### src/rtl/calc_pkg.sv
// Shared types and constants for the I2C calculator command sequencer.
// Compile-time option: CALC_TIMEOUT_EN (enables the ALU busy watchdog).
package calc_pkg;

    typedef enum logic [2:0] {
        OP_ADD = 3'd0,
        OP_SUB = 3'd1,
        OP_MUL = 3'd2,
        OP_AND = 3'd3,
        OP_OR  = 3'd4,
        OP_XOR = 3'd5
    } opcode_e;

    typedef enum logic [1:0] {
        S_IDLE  = 2'd0,
        S_ISSUE = 2'd1,
        S_WAIT  = 2'd2
    } state_e;

    localparam logic [2:0] CODE_OK      = 3'd0;
    localparam logic [2:0] CODE_SHORT   = 3'd1;
    localparam logic [2:0] CODE_BADOP   = 3'd2;
    localparam logic [2:0] CODE_ALU_ERR = 3'd3;
    localparam logic [2:0] CODE_TIMEOUT = 3'd4;

    localparam logic [1:0] RB_STATUS = 2'd0;
    localparam logic [1:0] RB_RES_HI = 2'd1;
    localparam logic [1:0] RB_RES_LO = 2'd2;

    localparam int SB_BUSY   = 7;
    localparam int SB_RVALID = 6;
    localparam int SB_OVF    = 3;

    function automatic logic [7:0] status_byte(input logic       busy,
                                               input logic       rvalid,
                                               input logic       ovf,
                                               input logic [2:0] code);
        logic [7:0] s;
        s            = '0;
        s[SB_BUSY]   = busy;
        s[SB_RVALID] = rvalid;
        s[SB_OVF]    = ovf;
        s[2:0]       = code;
        return s;
    endfunction

endpackage

### src/rtl/calc_watchdog.sv
// ALU busy watchdog: down-counter loaded with LIMIT-1 while cleared,
// terminal count flags expiry. Only built when CALC_TIMEOUT_EN is defined.
module calc_watchdog #(
    parameter logic [7:0] LIMIT = 8'd255
) (
    input  logic clk,
    input  logic rst,
    input  logic i_clear,
    input  logic i_en,
    output logic o_expired
);

    logic [7:0] r_cnt;

    // Reload on clear, count down toward zero while enabled.
    always_ff @(posedge clk or posedge rst) begin
        if (rst) begin
            r_cnt <= 8'd0;
        end else if (i_clear) begin
            r_cnt <= LIMIT - 8'd1;
        end else if (i_en && (r_cnt != 8'd0)) begin
            r_cnt <= r_cnt - 8'd1;
        end
    end

    assign o_expired = i_en && (r_cnt == 8'd0);

endmodule

### src/rtl/i2c_calc_ctrl.sv
// Command sequencer between the I2C target byte interface and the ALU.
// Optional feature: CALC_TIMEOUT_EN adds a WAIT watchdog (TIMEOUT cycles).
//
// state   | meaning
// --------+------------------------------------------------
// S_IDLE  | accept write bytes, act on STOP
// S_ISSUE | one cycle, alu_start asserted
// S_WAIT  | wait for alu_done / alu_err (or watchdog expiry)
module i2c_calc_ctrl
    import calc_pkg::*;
#(
    parameter logic [7:0] TIMEOUT = 8'd255
) (
    input  logic        clk,
    input  logic        rst,
    input  logic        txn_start,
    input  logic        txn_stop,
    input  logic        rx_valid,
    input  logic [7:0]  rx_data,
    output logic        rx_ready,
    input  logic        tx_req,
    output logic        tx_valid,
    output logic [7:0]  tx_data,
    output logic        alu_start,
    output logic [2:0]  alu_op,
    output logic [7:0]  alu_a,
    output logic [7:0]  alu_b,
    input  logic        alu_done,
    input  logic        alu_err,
    input  logic [15:0] alu_result,
    output logic        busy,
    output logic        irq
);

    state_e      r_state, w_state_nxt;
    logic [1:0]  r_widx, w_widx_eff, w_widx_after;
    logic [7:0]  r_op_q, r_a_q, r_b_q, w_op_after;
    logic        r_ovf_q, r_ovf_cur;
    logic [2:0]  r_code;
    logic        r_rvalid, r_irq;
    logic [15:0] r_result;
    logic [1:0]  r_ridx, w_ridx_eff;
    logic        r_tx_valid;
    logic [7:0]  r_tx_data, w_tx_byte, w_status;
    logic        w_wr_en, w_start_idle, w_ovf_byte, w_expired;
    logic        w_rx_ready, w_alu_start, w_busy, w_launch;
    logic        w_fin_short, w_fin_badop, w_fin_done, w_fin_err, w_fin_tmo;
    logic        w_irq_set;

    // Write path view of the current cycle: a same-cycle START rewinds first.
    assign w_wr_en      = rx_valid && (r_state == S_IDLE);
    assign w_start_idle = txn_start && (r_state == S_IDLE);
    assign w_widx_eff   = w_start_idle ? 2'd0 : r_widx;
    assign w_widx_after = !w_wr_en ? w_widx_eff :
                          (w_widx_eff == 2'd3) ? 2'd3 : w_widx_eff + 2'd1;
    assign w_op_after   = (w_wr_en && (w_widx_eff == 2'd0)) ? rx_data : r_op_q;
    assign w_ovf_byte   = w_wr_en && (w_widx_eff == 2'd3);

`ifdef CALC_TIMEOUT_EN
    calc_watchdog #(.LIMIT(TIMEOUT)) u_watchdog (
        .clk       (clk),
        .rst       (rst),
        .i_clear   (r_state != S_WAIT),
        .i_en      (r_state == S_WAIT),
        .o_expired (w_expired)
    );
`else
    // Without the watchdog WAIT never expires.
    assign w_expired = 1'b0 && (TIMEOUT != 8'd0);
`endif

    // State register.
    always_ff @(posedge clk or posedge rst) begin
        if (rst) r_state <= S_IDLE;
        else     r_state <= w_state_nxt;
    end

    // Next state, handshake outputs and completion events.
    always_comb begin
        w_state_nxt = r_state;
        w_rx_ready  = 1'b0;
        w_alu_start = 1'b0;
        w_busy      = 1'b0;
        w_launch    = 1'b0;
        w_fin_short = 1'b0;
        w_fin_badop = 1'b0;
        w_fin_done  = 1'b0;
        w_fin_err   = 1'b0;
        w_fin_tmo   = 1'b0;
        case (r_state)
            S_IDLE: begin
                w_rx_ready = 1'b1;
                if (txn_stop) begin
                    if ((w_widx_after == 2'd1) || (w_widx_after == 2'd2)) begin
                        w_fin_short = 1'b1;
                    end else if (w_widx_after == 2'd3) begin
                        if (w_op_after > 8'(OP_XOR)) begin
                            w_fin_badop = 1'b1;
                        end else begin
                            w_launch    = 1'b1;
                            w_state_nxt = S_ISSUE;
                        end
                    end
                end
            end
            S_ISSUE: begin
                w_alu_start = 1'b1;
                w_busy      = 1'b1;
                w_state_nxt = S_WAIT;
            end
            S_WAIT: begin
                w_busy = 1'b1;
                if (alu_err) begin
                    w_fin_err   = 1'b1;
                    w_state_nxt = S_IDLE;
                end else if (alu_done) begin
                    w_fin_done  = 1'b1;
                    w_state_nxt = S_IDLE;
                end else if (w_expired) begin
                    w_fin_tmo   = 1'b1;
                    w_state_nxt = S_IDLE;
                end
            end
            default: w_state_nxt = S_IDLE;
        endcase
    end

    // Command capture. ovf_q keeps the overflow of the command being launched
    // but drops overflows left over from earlier transactions.
    always_ff @(posedge clk or posedge rst) begin
        if (rst) begin
            r_widx    <= 2'd0;
            r_op_q    <= 8'd0;
            r_a_q     <= 8'd0;
            r_b_q     <= 8'd0;
            r_ovf_q   <= 1'b0;
            r_ovf_cur <= 1'b0;
        end else begin
            r_widx <= w_widx_after;
            if (w_wr_en) begin
                case (w_widx_eff)
                    2'd0:    r_op_q <= rx_data;
                    2'd1:    r_a_q  <= rx_data;
                    2'd2:    r_b_q  <= rx_data;
                    default: ;
                endcase
            end
            if (w_start_idle)    r_ovf_cur <= 1'b0;
            else if (w_ovf_byte) r_ovf_cur <= 1'b1;
            if (w_launch)        r_ovf_q <= r_ovf_cur || w_ovf_byte;
            else if (w_ovf_byte) r_ovf_q <= 1'b1;
        end
    end

    assign w_irq_set  = w_fin_short || w_fin_badop || w_fin_done || w_fin_err || w_fin_tmo;
    assign w_ridx_eff = txn_start ? RB_STATUS : r_ridx;

    // Status, result and interrupt; a same-cycle set beats the read-clear.
    always_ff @(posedge clk or posedge rst) begin
        if (rst) begin
            r_code   <= CODE_OK;
            r_rvalid <= 1'b0;
            r_result <= 16'd0;
            r_irq    <= 1'b0;
        end else begin
            if (w_fin_err) begin
                r_code   <= CODE_ALU_ERR;
                r_rvalid <= 1'b0;
            end else if (w_fin_done) begin
                r_code   <= CODE_OK;
                r_rvalid <= 1'b1;
                r_result <= alu_result;
            end else if (w_fin_tmo) begin
                r_code <= CODE_TIMEOUT;
            end else if (w_fin_badop) begin
                r_code <= CODE_BADOP;
            end else if (w_fin_short) begin
                r_code <= CODE_SHORT;
            end
            if (w_irq_set)                                 r_irq <= 1'b1;
            else if (tx_req && (w_ridx_eff == RB_STATUS))  r_irq <= 1'b0;
        end
    end

    assign w_status = status_byte(w_busy, r_rvalid, r_ovf_q, r_code);

    // Read byte selection.
    always_comb begin
        w_tx_byte = w_status;
        case (w_ridx_eff)
            RB_RES_HI: w_tx_byte = r_result[15:8];
            RB_RES_LO: w_tx_byte = r_result[7:0];
            default:   w_tx_byte = w_status;
        endcase
    end

    // Read pointer and registered read byte.
    always_ff @(posedge clk or posedge rst) begin
        if (rst) begin
            r_ridx     <= RB_STATUS;
            r_tx_valid <= 1'b0;
            r_tx_data  <= 8'd0;
        end else begin
            r_tx_valid <= tx_req;
            if (tx_req) begin
                r_tx_data <= w_tx_byte;
                r_ridx    <= (w_ridx_eff == RB_RES_LO) ? RB_STATUS : w_ridx_eff + 2'd1;
            end else if (txn_start) begin
                r_ridx <= RB_STATUS;
            end
        end
    end

    assign rx_ready  = w_rx_ready;
    assign alu_start = w_alu_start;
    assign busy      = w_busy;
    assign irq       = r_irq;
    assign tx_valid  = r_tx_valid;
    assign tx_data   = r_tx_data;
    assign alu_op    = r_op_q[2:0];
    assign alu_a     = r_a_q;
    assign alu_b     = r_b_q;

endmodule

### config.mk
export PLATFORM = sky130hd
export DESIGN_NAME = i2c_calc_ctrl
export DESIGN_NICKNAME = d
export VERILOG_FILES = /design/src/rtl/calc_pkg.sv /design/src/rtl/calc_watchdog.sv /design/src/rtl/i2c_calc_ctrl.sv
export SDC_FILE = /design/constraint.sdc
export NUM_CORES = 1
export LEC_CHECK = 0
export ABC_CLOCK_PERIOD_IN_PS = 2200
export BUFFER_PORTS_ARGS = -buffer_cell sky130_fd_sc_hd__buf_2
export CORE_MARGIN = 2
export CORE_UTILIZATION = 40
export DETAILED_ROUTE_END_ITERATION = 10
export PLACE_DENSITY = 0.61
export SYNTH_ARGS = -nofsm -noshare
export SYNTH_HDL_FRONTEND = slang
export SYNTH_SLANG_ARGS = --single-unit
### constraint.sdc
create_clock -name clk -period 2.2 [get_ports clk]
set_clock_uncertainty 0.05 [all_clocks]
set_input_delay 0.11 -clock clk [delete_from_list [all_inputs] [get_ports clk]]
set_output_delay 0.11 -clock clk [all_outputs]
set_load 0.1 [all_outputs]
==> summary.md <==
| Metric | Value |
|---|---|
| Status | `finished clean` |
| Pin count of the biggest net entering global routing | `35` |
| Syn Nets | `roughly 260` |
| Core area | `between 0.006 and 0.007 sq mm` |
| Htree depth | `3` |
| Share of layout cells above drive strength 1 | `46.0%` |
| Post-synthesis mux area share | `~18%` |
| Rows | `30` |
| Main flop type after synthesis | `dfrtp_1` |
| Cells after Synth | `approximately 220` |
| Final antenna-violating net count | `0` |
| PortBufs | `63` |
| CP startpoint kind | `register` |
| R2R depth | `8` |
| Synthesized area | `approximately 0.0028 sq mm` |
| Diode count | `0` |
| Ys async rst share | `between 90% and 100%` |
| Via count | `roughly 2,100` |
| Synthesized area per cell | `between 10 and 15 sq um` |
| Die area | `~0.0077 sq mm` |
| First-pass GRT wire length | `roughly 10000 microns` |
| Synth Area in Compound Gates | `9.81%` |
| CP endpoint kind | `register` |
| Post-synth top cells | `dfrtp_1, mux2_2, a21oi_1, ha_1` |
| Placed Area | `about 0.0033 sq mm` |
| Number of DRC markers in iteration 0 | `95` |
| Vias in the first global route | `2,104` |
| Setup crit end | `r_code[0]$_DFFE_PP0P_` |
| CP max FO | `4` |
| DR WL/cell | `14.8 microns` |
| Slew @ Worst Pin | `593 ps` |
| Largest cells by area after synthesis | `dfrtp_1, mux2_2, ha_1` |
| Fillers | `around 640` |
| Drt pass-1 iters | `4` |
| Clock transition at path regs | `about 70 ps` |
| Final hold vios | `0` |
| DRC viols | `0` |
| Fmax | `469 MHz` |
| Design Area, Final | `~0.0037 sq mm` |
| Hpwl dp | `roughly 4200 microns` |
| Synthesized flop and latch total | `a little over 60` |
| Most common cell in the netlist | `dfrtp_1` |
| Shortest period the worst path allows | `approximately 2100 ps` |
| Initial Util | `around two fifths` |
| # Max-Cap Violations | `0` |
| Synth-to-layout area growth | `32.2%` |
| Worst-Skew Late Latency | `roughly 340 ps` |
| Synth area leader | `dfrtp_1` |
| Number of buffers created by CTS | `9` |
| Post-synth EDFFs | `0` |
| Setup violators final | `0` |
| Die Ht | `about 88 microns` |
| CP Launch Point | `r_state[0]$_DFFE_PP0P_` |
| Worst reg-to-reg setup slack | `70 ps` |
| Post-synthesis simple-gate area fraction | `9.86%` |
| Total Routed Length | `roughly 6200 microns` |
| Synth unique cells | `39` |
| Data arrival, critical path | `around 2300 ps` |
| TritonCTS clock tree | `yes` |
| CTS Buffer Depth | `2` |
| Synth top area share | `54.4%` |
| Post-synthesis xor/xnor area fraction | `0%` |
| Vias/cell | `5.00` |
| CP Data Required Time | `about 2400 ps` |
| Worst r2r dst | `r_code[0]$_DFFE_PP0P_` |
| Largest family of logic cells by synthesized area | `multiplexers` |
| Min-Delay Path Class | `input port to register` |
| Initial antenna violation count | `0` |
| Fin crit share | `a little over nine tenths` |
| Fin. max-slew vios | `0` |
| Final Wtd Congestion | `roughly 0.74` |
| Seq/Total Area, Yosys | `54.4%` |
| Worst path cell trace | `inv_4, ha_4, and2_4, a2bb2oi_2, ha_1, nand4b_1, o31ai_2, a31oi_1` |
| Slew HR | `approximately three fifths` |
| Util after Layout | `54.6%` |
| Adder-cell area share of the yosys netlist | `between 4 and 5%` |
| # clock sinks | `about 60` |
| Grt ovf | `0` |
| Gr usage total | `16.7%` |
| Num ports | `64` |
| Die width | `slightly below 90 microns` |
| Delay of the slowest critical-path stage | `450 ps` |
| Clk root buf | `clkbuf_8` |
| YS warnings | `0` |
| WS Path Type | `register to register` |
| Net count, final | `359` |
| Worst R2R Start | `r_state[0]$_DFFE_PP0P_` |
| Slowest CP cell | `dfrtp_2` |
| Hold Startpoint | `rx_data[4]` |
[cell usage in the layout (no fill, tap or decap), types with 5 or more instances in the layout]
master	n
a21oi_1	11
a22oi_1	8
buf_2	63
buf_4	9
clkbuf_8	9
dfrtp_1	59
dlygate4sd3_1	23
ha_1	9
inv_1	5
mux2_2	45
nand2_1	9
nor2_1	9
[worst max-delay path: cells and delay by family, from the launching register on]
family | cells | cell delay [ps]
DFF | 1 | 450
AOI/OAI and AO/OA | 3 | 540
and+or+nand+nor | 2 | 450
buffers and inverters | 1 | 90
adders and majority gates | 2 | 420
[state kept, by name, indices dropped and copies added (netlist names), 2 cells and up]
register  flops
alu_a         8
alu_b         8
r_code        2
r_op_q        8
r_result     16
r_ridx        2
r_state       2
r_widx        2
tx_data       8
[what timing repair did]
item | 4_1_cts | 5_1_grt
hold buffers | 23 | 0
endpoints found under the hold margin | 54 | 0
setup buffers | 0 | 2
gates resized for setup | 0 | 9
endpoints found under the setup margin | 0 | 5
[layer usage]
layer  GRT usage [%]  share of wire (%)  up-vias
li1                -                  -      999
met1            22.3                 44     1034
met2            26.0                 49       48
met3            4.71                5.3        9
met4            6.01                1.2        0
met5               0                  0        -
[layout make-up]
| type | instances | area, sq um | share of cell area [%] |
|---|---|---|---|
| inverters | 8 | 32.5 | 0.877 |
| well taps | 96 | 120 | 3.24 |
| multi-input cells | 141 | 1230 | 33.3 |
| repair buffers | 96 | 633 | 17.1 |
| flip-flops and latches | 61 | 1530 | 41.2 |
| clock inverters | 5 | 27.5 | 0.742 |
| clock buffers | 11 | 131 | 3.54 |
[logic make-up after synthesis]
logic type,after synthesis
flops,61
simple gates,44
mux,46
fa+ha+maj,10
buf+inv,19
compound gates,41
[through the flow]
stage | cells | setup WS (ps) | hold slack (ps) | setup TNS, ps
6_report | 418 | 66.6 | 11.6 | 0
3_5_place_dp | 377 | 34.3 | 167 | 0
2_1_floorplan | 221 | -107 | 91.4 | -376
3_3_place_gp | 377 | 133 | 169 | 0
5_1_grt | 418 | -36.6 | 10.1 | -50.8
4_1_cts | 416 | 32.4 | 5.24 | 0
[worst min path at each step]
stage                                          end  slack, ps  depth (start not counted)
after global placement        alu_a[5]$_DFFE_PP0P_        170                          2
after CTS                     alu_b[4]$_DFFE_PP0P_          5                          2
final                         alu_b[4]$_DFFE_PP0P_         10                          2
after detailed placement  r_result[11]$_DFFE_PP0P_        170                          2
after global routing         r_op_q[7]$_DFFE_PP0N_         10                          2
after floorplan                 tx_valid$_DFF_PP0_         90                          0
Power is left out: the tool's default activity adds up to more than one toggle a clock period on the data nets, which glitch-free logic cannot reach.
